`src/rtl/bcd_pkg.sv`:
```
`default_nettype none
// +----------------------------------------------------------------------------+
// | Module      : bcd_pkg                                                      |
// | Description : Shared types, constants and helpers for the BCD counter.     |
// | Revision    : 1.0 - initial release                                        |
// +----------------------------------------------------------------------------+
package bcd_pkg;

    typedef logic [3:0] bcd_digit_t;

    localparam bcd_digit_t BCD_MAX = 4'd9;

    typedef enum logic [0:0] {
        IDLE = 1'b0,
        EMIT = 1'b1
    } bcd_cnt_state_e;

    function automatic bcd_digit_t bcd_to_gray_nib(input bcd_digit_t d);
        return d ^ (d >> 1);
    endfunction

endpackage
`default_nettype wire

```
`src/rtl/bcd_digit_cell.sv`:
```
`default_nettype none
// +----------------------------------------------------------------------------+
// | Module      : bcd_digit_cell                                               |
// | Description : One mod-10 decade with load, increment and decrement.        |
// | Revision    : 1.0 - initial release                                        |
// +----------------------------------------------------------------------------+
module bcd_digit_cell
    import bcd_pkg::*;
(
    input  logic       clk,
    input  logic       reset,
    input  logic       inc,
    input  logic       dec,
    input  logic       load,
    input  bcd_digit_t din,
    output bcd_digit_t q,
    output logic       carry,
    output logic       borrow
);

    bcd_digit_t r_q;

    assign q      = r_q;
    assign carry  = inc && (r_q == BCD_MAX);
    assign borrow = dec && (r_q == 4'd0);

    // An illegal load digit lands as 0 so no downstream stage ever sees it.
    always_ff @(posedge clk) begin
        if (reset) begin
            r_q <= 4'd0;
        end else if (load) begin
            r_q <= (din > BCD_MAX) ? 4'd0 : din;
        end else if (inc) begin
            r_q <= carry ? 4'd0 : r_q + 4'd1;
        end else if (dec) begin
            r_q <= borrow ? BCD_MAX : r_q - 4'd1;
        end
    end

endmodule
`default_nettype wire

```
`src/rtl/bcd_counter_stage.sv`:
```
`default_nettype none
// +----------------------------------------------------------------------------+
// | Module      : bcd_counter_stage                                            |
// | Description : Multi-digit BCD up/down counter with valid/ready output.     |
// |               Define BCD_CNT_GRAY_OUT_EN to add the out_gray port.         |
// | Revision    : 1.0 - initial release                                        |
// +----------------------------------------------------------------------------+
module bcd_counter_stage
    import bcd_pkg::*;
#(
    parameter int DIGITS = 1
) (
    input  logic                clk,
    input  logic                reset,
    input  logic                en,
    input  logic                dir,
    input  logic                load,
    input  logic [4*DIGITS-1:0] load_value,
    output logic                load_ready,
    output logic                out_valid,
    input  logic                out_ready,
    output logic [4*DIGITS-1:0] out_bcd,
    output logic                out_tc,
`ifdef BCD_CNT_GRAY_OUT_EN
    output logic [4*DIGITS-1:0] out_gray,
`endif
    output logic                err
);

    bcd_cnt_state_e r_state;
    bcd_cnt_state_e w_state_next;

    logic                r_tc;
    logic                r_err;
    logic                w_hold;
    logic                w_hs;
    logic                w_load;
    logic                w_step_up;
    logic                w_step_dn;
    logic [4*DIGITS-1:0] w_count;
    logic [DIGITS-1:0]   w_inc;
    logic [DIGITS-1:0]   w_dec;
    logic [DIGITS-1:0]   w_carry;
    logic [DIGITS-1:0]   w_borrow;

    logic w_cur9, w_cur0, w_hi9, w_hi0, w_ld9, w_ld0, w_ld_bad;
    logic w_next9, w_next0;

    assign w_hold     = out_valid && !out_ready;
    assign w_hs       = out_valid && out_ready;
    assign w_load     = load && !w_hold;
    assign w_step_up  = w_hs && !w_load && dir;
    assign w_step_dn  = w_hs && !w_load && !dir;
    assign load_ready = !w_hold;
    assign out_bcd    = w_count;
    assign err        = r_err;

    assign w_inc[0] = w_step_up;
    assign w_dec[0] = w_step_dn;

    for (genvar gi = 0; gi < DIGITS; gi++) begin : g_digit
        bcd_digit_cell u_cell (
            .clk    (clk),
            .reset  (reset),
            .inc    (w_inc[gi]),
            .dec    (w_dec[gi]),
            .load   (w_load),
            .din    (load_value[4*gi +: 4]),
            .q      (w_count[4*gi +: 4]),
            .carry  (w_carry[gi]),
            .borrow (w_borrow[gi])
        );
        if (gi > 0) begin : g_chain
            assign w_inc[gi] = w_carry[gi-1];
            assign w_dec[gi] = w_borrow[gi-1];
        end
    end

`ifdef BCD_CNT_GRAY_OUT_EN
    for (genvar gi = 0; gi < DIGITS; gi++) begin : g_gray
        assign out_gray[4*gi +: 4] = bcd_to_gray_nib(w_count[4*gi +: 4]);
    end
`endif

    // Word-level flags on the current count and on the (sanitised) load word.
    always_comb begin
        w_cur9   = 1'b1;
        w_cur0   = 1'b1;
        w_hi9    = 1'b1;
        w_hi0    = 1'b1;
        w_ld9    = 1'b1;
        w_ld0    = 1'b1;
        w_ld_bad = 1'b0;
        for (int i = 0; i < DIGITS; i++) begin
            if (w_count[4*i +: 4] != BCD_MAX) w_cur9 = 1'b0;
            if (w_count[4*i +: 4] != 4'd0)    w_cur0 = 1'b0;
            if (i > 0 && w_count[4*i +: 4] != BCD_MAX) w_hi9 = 1'b0;
            if (i > 0 && w_count[4*i +: 4] != 4'd0)    w_hi0 = 1'b0;
            if (load_value[4*i +: 4] > BCD_MAX)  w_ld_bad = 1'b1;
            if (load_value[4*i +: 4] != BCD_MAX) w_ld9 = 1'b0;
            if (load_value[4*i +: 4] != 4'd0 && load_value[4*i +: 4] <= BCD_MAX) w_ld0 = 1'b0;
        end
    end

    // Terminal-count lookahead: predicts whether the word after this edge is
    // all-9s / all-0s, so out_tc is a true flop aligned with out_bcd.
    always_comb begin
        w_next9 = w_cur9;
        w_next0 = w_cur0;
        if (w_load) begin
            w_next9 = w_ld9;
            w_next0 = w_ld0;
        end else if (w_step_up) begin
            w_next9 = w_hi9 && (w_count[3:0] == 4'd8);
            w_next0 = w_carry[DIGITS-1];
        end else if (w_step_dn) begin
            w_next9 = w_borrow[DIGITS-1];
            w_next0 = w_hi0 && (w_count[3:0] == 4'd1);
        end
    end

    always_ff @(posedge clk) begin
        if (reset) begin
            r_tc  <= 1'b0;
            r_err <= 1'b0;
        end else begin
            if (!w_hold) begin
                r_tc <= (dir && w_next9) || (!dir && w_next0);
            end
            if (w_load && w_ld_bad) begin
                r_err <= 1'b1;
            end
        end
    end

    always_ff @(posedge clk) begin
        if (reset) begin
            r_state <= IDLE;
        end else begin
            r_state <= w_state_next;
        end
    end

    always_comb begin
        w_state_next = r_state;
        case (r_state)
            IDLE:    if (en) w_state_next = EMIT;
            EMIT:    if (out_ready && !en) w_state_next = IDLE;
            default: w_state_next = IDLE;
        endcase
    end

    always_comb begin
        out_valid = (r_state == EMIT);
        out_tc    = out_valid && r_tc;
    end

endmodule
`default_nettype wire

```
`config.mk`:
```
export PLATFORM = sky130hd
export DESIGN_NAME = bcd_counter_stage
export DESIGN_NICKNAME = d
export VERILOG_FILES = /design/src/rtl/bcd_pkg.sv /design/src/rtl/bcd_digit_cell.sv /design/src/rtl/bcd_counter_stage.sv
export SDC_FILE = /design/constraint.sdc
export NUM_CORES = 1
export LEC_CHECK = 0
export CELL_PAD_IN_SITES_DETAIL_PLACEMENT = 1
export CELL_PAD_IN_SITES_GLOBAL_PLACEMENT = 1
export CORE_ASPECT_RATIO = 1.5
export CORE_UTILIZATION = 31
export DETAILED_ROUTE_END_ITERATION = 12
export GPL_ROUTABILITY_DRIVEN = 0
export PLACE_DENSITY_LB_ADDON = 0.08
export SLEW_MARGIN = 15
export SYNTH_ARGS = -nofsm -noshare
export SYNTH_HDL_FRONTEND = slang
export SYNTH_SLANG_ARGS = --single-unit
export TNS_END_PERCENT = 1
```
`constraint.sdc`:
```
create_clock -name clk -period 1.7 [get_ports clk]
set_input_delay 0.425 -clock clk [delete_from_list [all_inputs] [get_ports clk]]
set_output_delay 0.425 -clock clk [all_outputs]
set_load 0.01 [all_outputs]
```
==> results.tsv, run 1 <==
stage	metric	value	unit
global_routing	grt_max_degree	14	
floorplanning	core_area	1850	sq um
detailed_routing	wl_per_cell	14.8	um
sta	fmax	0.595	GHz
global_routing	first_global_vias	717	
floorplanning	placementRows	19	
clocking	hold_buffers	0	
floorplanning	start_util	33.1	%
logic_synthesis	syn_inst	86	
floorplanning	die_w	38.3	um
place	portBuffers	17	
sta	drv_slew	0	
logic_synthesis	synth_seq_cells	7	
power	power.total	595	uW
logic_synthesis	avgSynthCellArea	7.13	sq um
global_routing	grt_usage	21.5	%
logic_synthesis	synth_top_area_share	22.9	%
clocking	cts_max_level	1	
logic_synthesis	yosysWarnings	0	
sta	hold_viol	0	
sta	rsz0062_at_grt	true	
logic_synthesis	syn_nets	99	
global_routing	grt_pass1_wl	3.24	mm
clocking	insertion_delay	0.27	ns
detailed_routing	via_per_inst	5.34	
critical_path	crit_required	1.85	ns
run	cap_violations	0	
power	vdd_drop_max	0.000411	V
clocking	cts_tree	done	
cells_and_area	antennaDiodeCount	0	
power	powerDensity	625	nW/um^2
floorplanning	die_y	56.5	um
critical_path	cp_max_fo	4	
min_path	hold_path_depth	2	
critical_path	rr_startpoint	g_digit[0].u_cell.q[0]	
global_routing	grt.overflow.total	0	
critical_path	critPathLaunchType	input pin	
detailed_routing	first_pass_iters	4	
detailed_routing	dr.first_iter.drc_count	9	
outcome	status	finished clean	
critical_path	cp-startpoint	out_ready	
logic_synthesis	synth_area_leaders	dfxtp_1, ha_1, nor2_1	
detailed_routing	drt_wl_total	2.08	mm
sta	worst_pin_slew	0.309	ns
logic_synthesis	yosys.area.top_type	dfxtp_1	
clocking	cts_buffers	3	
critical_path	rr_worst_depth	6	
clocking	cts_max_path_buffers	2	
cells_and_area	areaGrowthSynthToFinish	55.3	%
sta	setup_viol	0	
logic_synthesis	netlist_area	613	sq um
cells_and_area	drive_gt1_share	23.3	%
floorplanning	die_area	2160	sq um
clocking	cts_sinks	7	
place	place_hpwl	1.59	mm
critical_path	critical_path_class	input pin to flip-flop	
sta	period_needed	1.68	ns
critical_path	arrival	1.83	ns
detailed_routing	ant_nets	0	
cells_and_area	nFillCells	251	
min_path	hold_path.startpoint	err	
detailed_routing	drc	0	
clocking	cts-root-buf	clkbuf_4	
power	p_leak	0.401	nW
place	place_area	906	sq um
logic_synthesis	synth.distinct_cells	37	
floorplanning	ios	18	
cells_and_area	fin_nets	134	
sta	post-route-period-util	98.8	%
sta	skew	0.00696	ns
cells_and_area	fin_area	952	sq um
clocking	path_clk_slew	0.06	ns
logic_synthesis	ys_seq_area_share	22.9	%
critical_path	end_kind	flip-flop	
detailed_routing	vias	753	
sta	slew_headroom	79.2	%
global_routing	antenna_found_initial	0	
min_path	hold_path.class	flip-flop to flip-flop	
[synth_stat cells]
| master | number |
|---|---|
| nor2_1 | 10 |
| nand2_1 | 9 |
| dfxtp_1 | 7 |
| inv_1 | 7 |
| a21oi_1 | 6 |
| o21ai_0 | 6 |
| ha_1 | 3 |
| a211oi_1 | 2 |
| a31oi_1 | 2 |
| nand2b_1 | 2 |
| nand3b_1 | 2 |
| nand4_1 | 2 |
| nor3_1 | 2 |
| o21ai_1 | 2 |
| o22ai_1 | 2 |
| a2111oi_2 | 1 |
| a221oi_1 | 1 |
| a22oi_1 | 1 |
| a311oi_1 | 1 |
| a32o_1 | 1 |
| a41o_1 | 1 |
| and2_0 | 1 |
| and2_1 | 1 |
| and3b_1 | 1 |
| buf_2 | 1 |
| buf_4 | 1 |
| clkbuf_1 | 1 |
| inv_2 | 1 |
| mux2i_1 | 1 |
| nand3_1 | 1 |
| nand4b_1 | 1 |
| nor2b_1 | 1 |
| nor3b_1 | 1 |
| o2111a_1 | 1 |
| o21bai_1 | 1 |
| o221a_1 | 1 |
| o31a_1 | 1 |
[final timing paths]
check / to / slack [ns]
worst max-delay path: g_digit[0].u_cell.q[3] / 0.02
worst min-delay path: err / 0.47
worst max register to register: g_digit[0].u_cell.q[2] / 0.15
worst min register to register: err / 0.47
[layout by cell type (no fill, tap or decap), drive strengths merged]
cell type and n:
a211oi 2, inv 8, nor2 10, a32o 1, clkdlybuf4s50 14, ha 3, a22oi 1, a311oi 1
a221oi 1, o221a 1, a21oi 6, o22ai 2, clkbuf 5, mux2i 1, o21ai 8, nand3b 2
nor3b 1, nor3 2, o2111a 1, a2111oi 1, and2 2, nand2b 2, nand2 9, o21bai 1
nor2b 1, dfxtp 7, dlygate4sd2 2, nand4 2, a41o 1, o31a 1, buf 16, a31oi 2
and3b 1, nand4b 1, nand3 1
[metrics by stage]
step	setup TNS, ns	instances	util [%]	setup slack (ns)	hold WS [ns]
CTS	-0.00211	140	50.4	-0.00210	0.476
global route	-0.0479	141	51.3	-0.0479	0.527
floorplan	0	86	-	0.145	0.465
global placement	-1.47	136	48.9	-0.295	0.450
detailed placement	-1.63	136	48.9	-0.299	0.464
finish	0	141	51.3	0.0197	0.471
[power by group]
| group | leakage (nW) | switching (mW) | internal [mW] |
|---|---|---|---|
| combinational | 0.327 | 0.115 | 0.121 |
| sequential | 0.0588 | 0.0128 | 0.178 |
| clock | 0.0150 | 0.0777 | 0.0906 |
[flip-flops by register name (all words and copies together) (netlist names)]
name / cells
r_tc: 1
g_digit.u_cell.q: 4
err: 1
out_valid: 1
[worst max-delay path: stages]
cell and delay, ns:
clkdlybuf4s50_1 0.48, buf_4 0.13, nand4b_1 0.18, and2_1 0.22, o21ai_1 0.11, nand4_1 0.08
a32o_1 0.21
[area by class of cell]
| class | count | area, sq um | share of cell area, % |
|---|---|---|---|
| Tap cell | 21 | 26.3 | 2.76 |
| Inverter | 8 | 30.0 | 3.15 |
| Clock buffer | 4 | 26.3 | 2.76 |
| Multi-Input combinational cell | 68 | 442 | 46.4 |
| Timing Repair Buffer | 33 | 283 | 29.7 |
| Sequential cell | 7 | 145 | 15.2 |
[logic make-up after synthesis]
family                   share of synthesized area, %
AND/OR/NAND/NOR                                  27.8
AO/OA/AOI/OAI                                    34.1
buffers and inverters                            7.55
flip-flops                                       22.9
adder cells (fa/ha/maj)                          6.12
multiplexers                                     1.63
[repair_timing]
item,in CTS,in global routing
pin swaps,2,2
hold endpoints to repair,0,0
gates cloned,0,0
resized for setup,8,6
setup buffers,0,1
setup endpoints to repair,8,6
[layer usage]
metal,global-route usage [%],wire length [um]
met1,25.1,918
met2,35.6,1080
met3,1.19,36
met4,13.8,51
met5,0,0
(Power assumes the default switching activity.)
==> run 2, diff against run 1 <==
--- a/config.mk
+++ b/config.mk
@@ -9,6 +9,7 @@
 export CELL_PAD_IN_SITES_GLOBAL_PLACEMENT = 1
 export CORE_ASPECT_RATIO = 1.5
 export CORE_UTILIZATION = 31
+export CTS_CLUSTER_SIZE = 28
 export DETAILED_ROUTE_END_ITERATION = 12
 export GPL_ROUTABILITY_DRIVEN = 0
 export PLACE_DENSITY_LB_ADDON = 0.08
==> results of run 2 <==
Final layout, timing and power as in run 1 (identical DEF).
==> run 3, diff against run 2 <==
--- a/config.mk
+++ b/config.mk
@@ -9,7 +9,7 @@
 export CELL_PAD_IN_SITES_GLOBAL_PLACEMENT = 1
 export CORE_ASPECT_RATIO = 1.5
 export CORE_UTILIZATION = 31
-export CTS_CLUSTER_SIZE = 28
+export CTS_CLUSTER_SIZE = 20
 export DETAILED_ROUTE_END_ITERATION = 12
 export GPL_ROUTABILITY_DRIVEN = 0
 export PLACE_DENSITY_LB_ADDON = 0.08
==> results of run 3 <==
Final layout, timing and power as in run 1 (identical DEF).
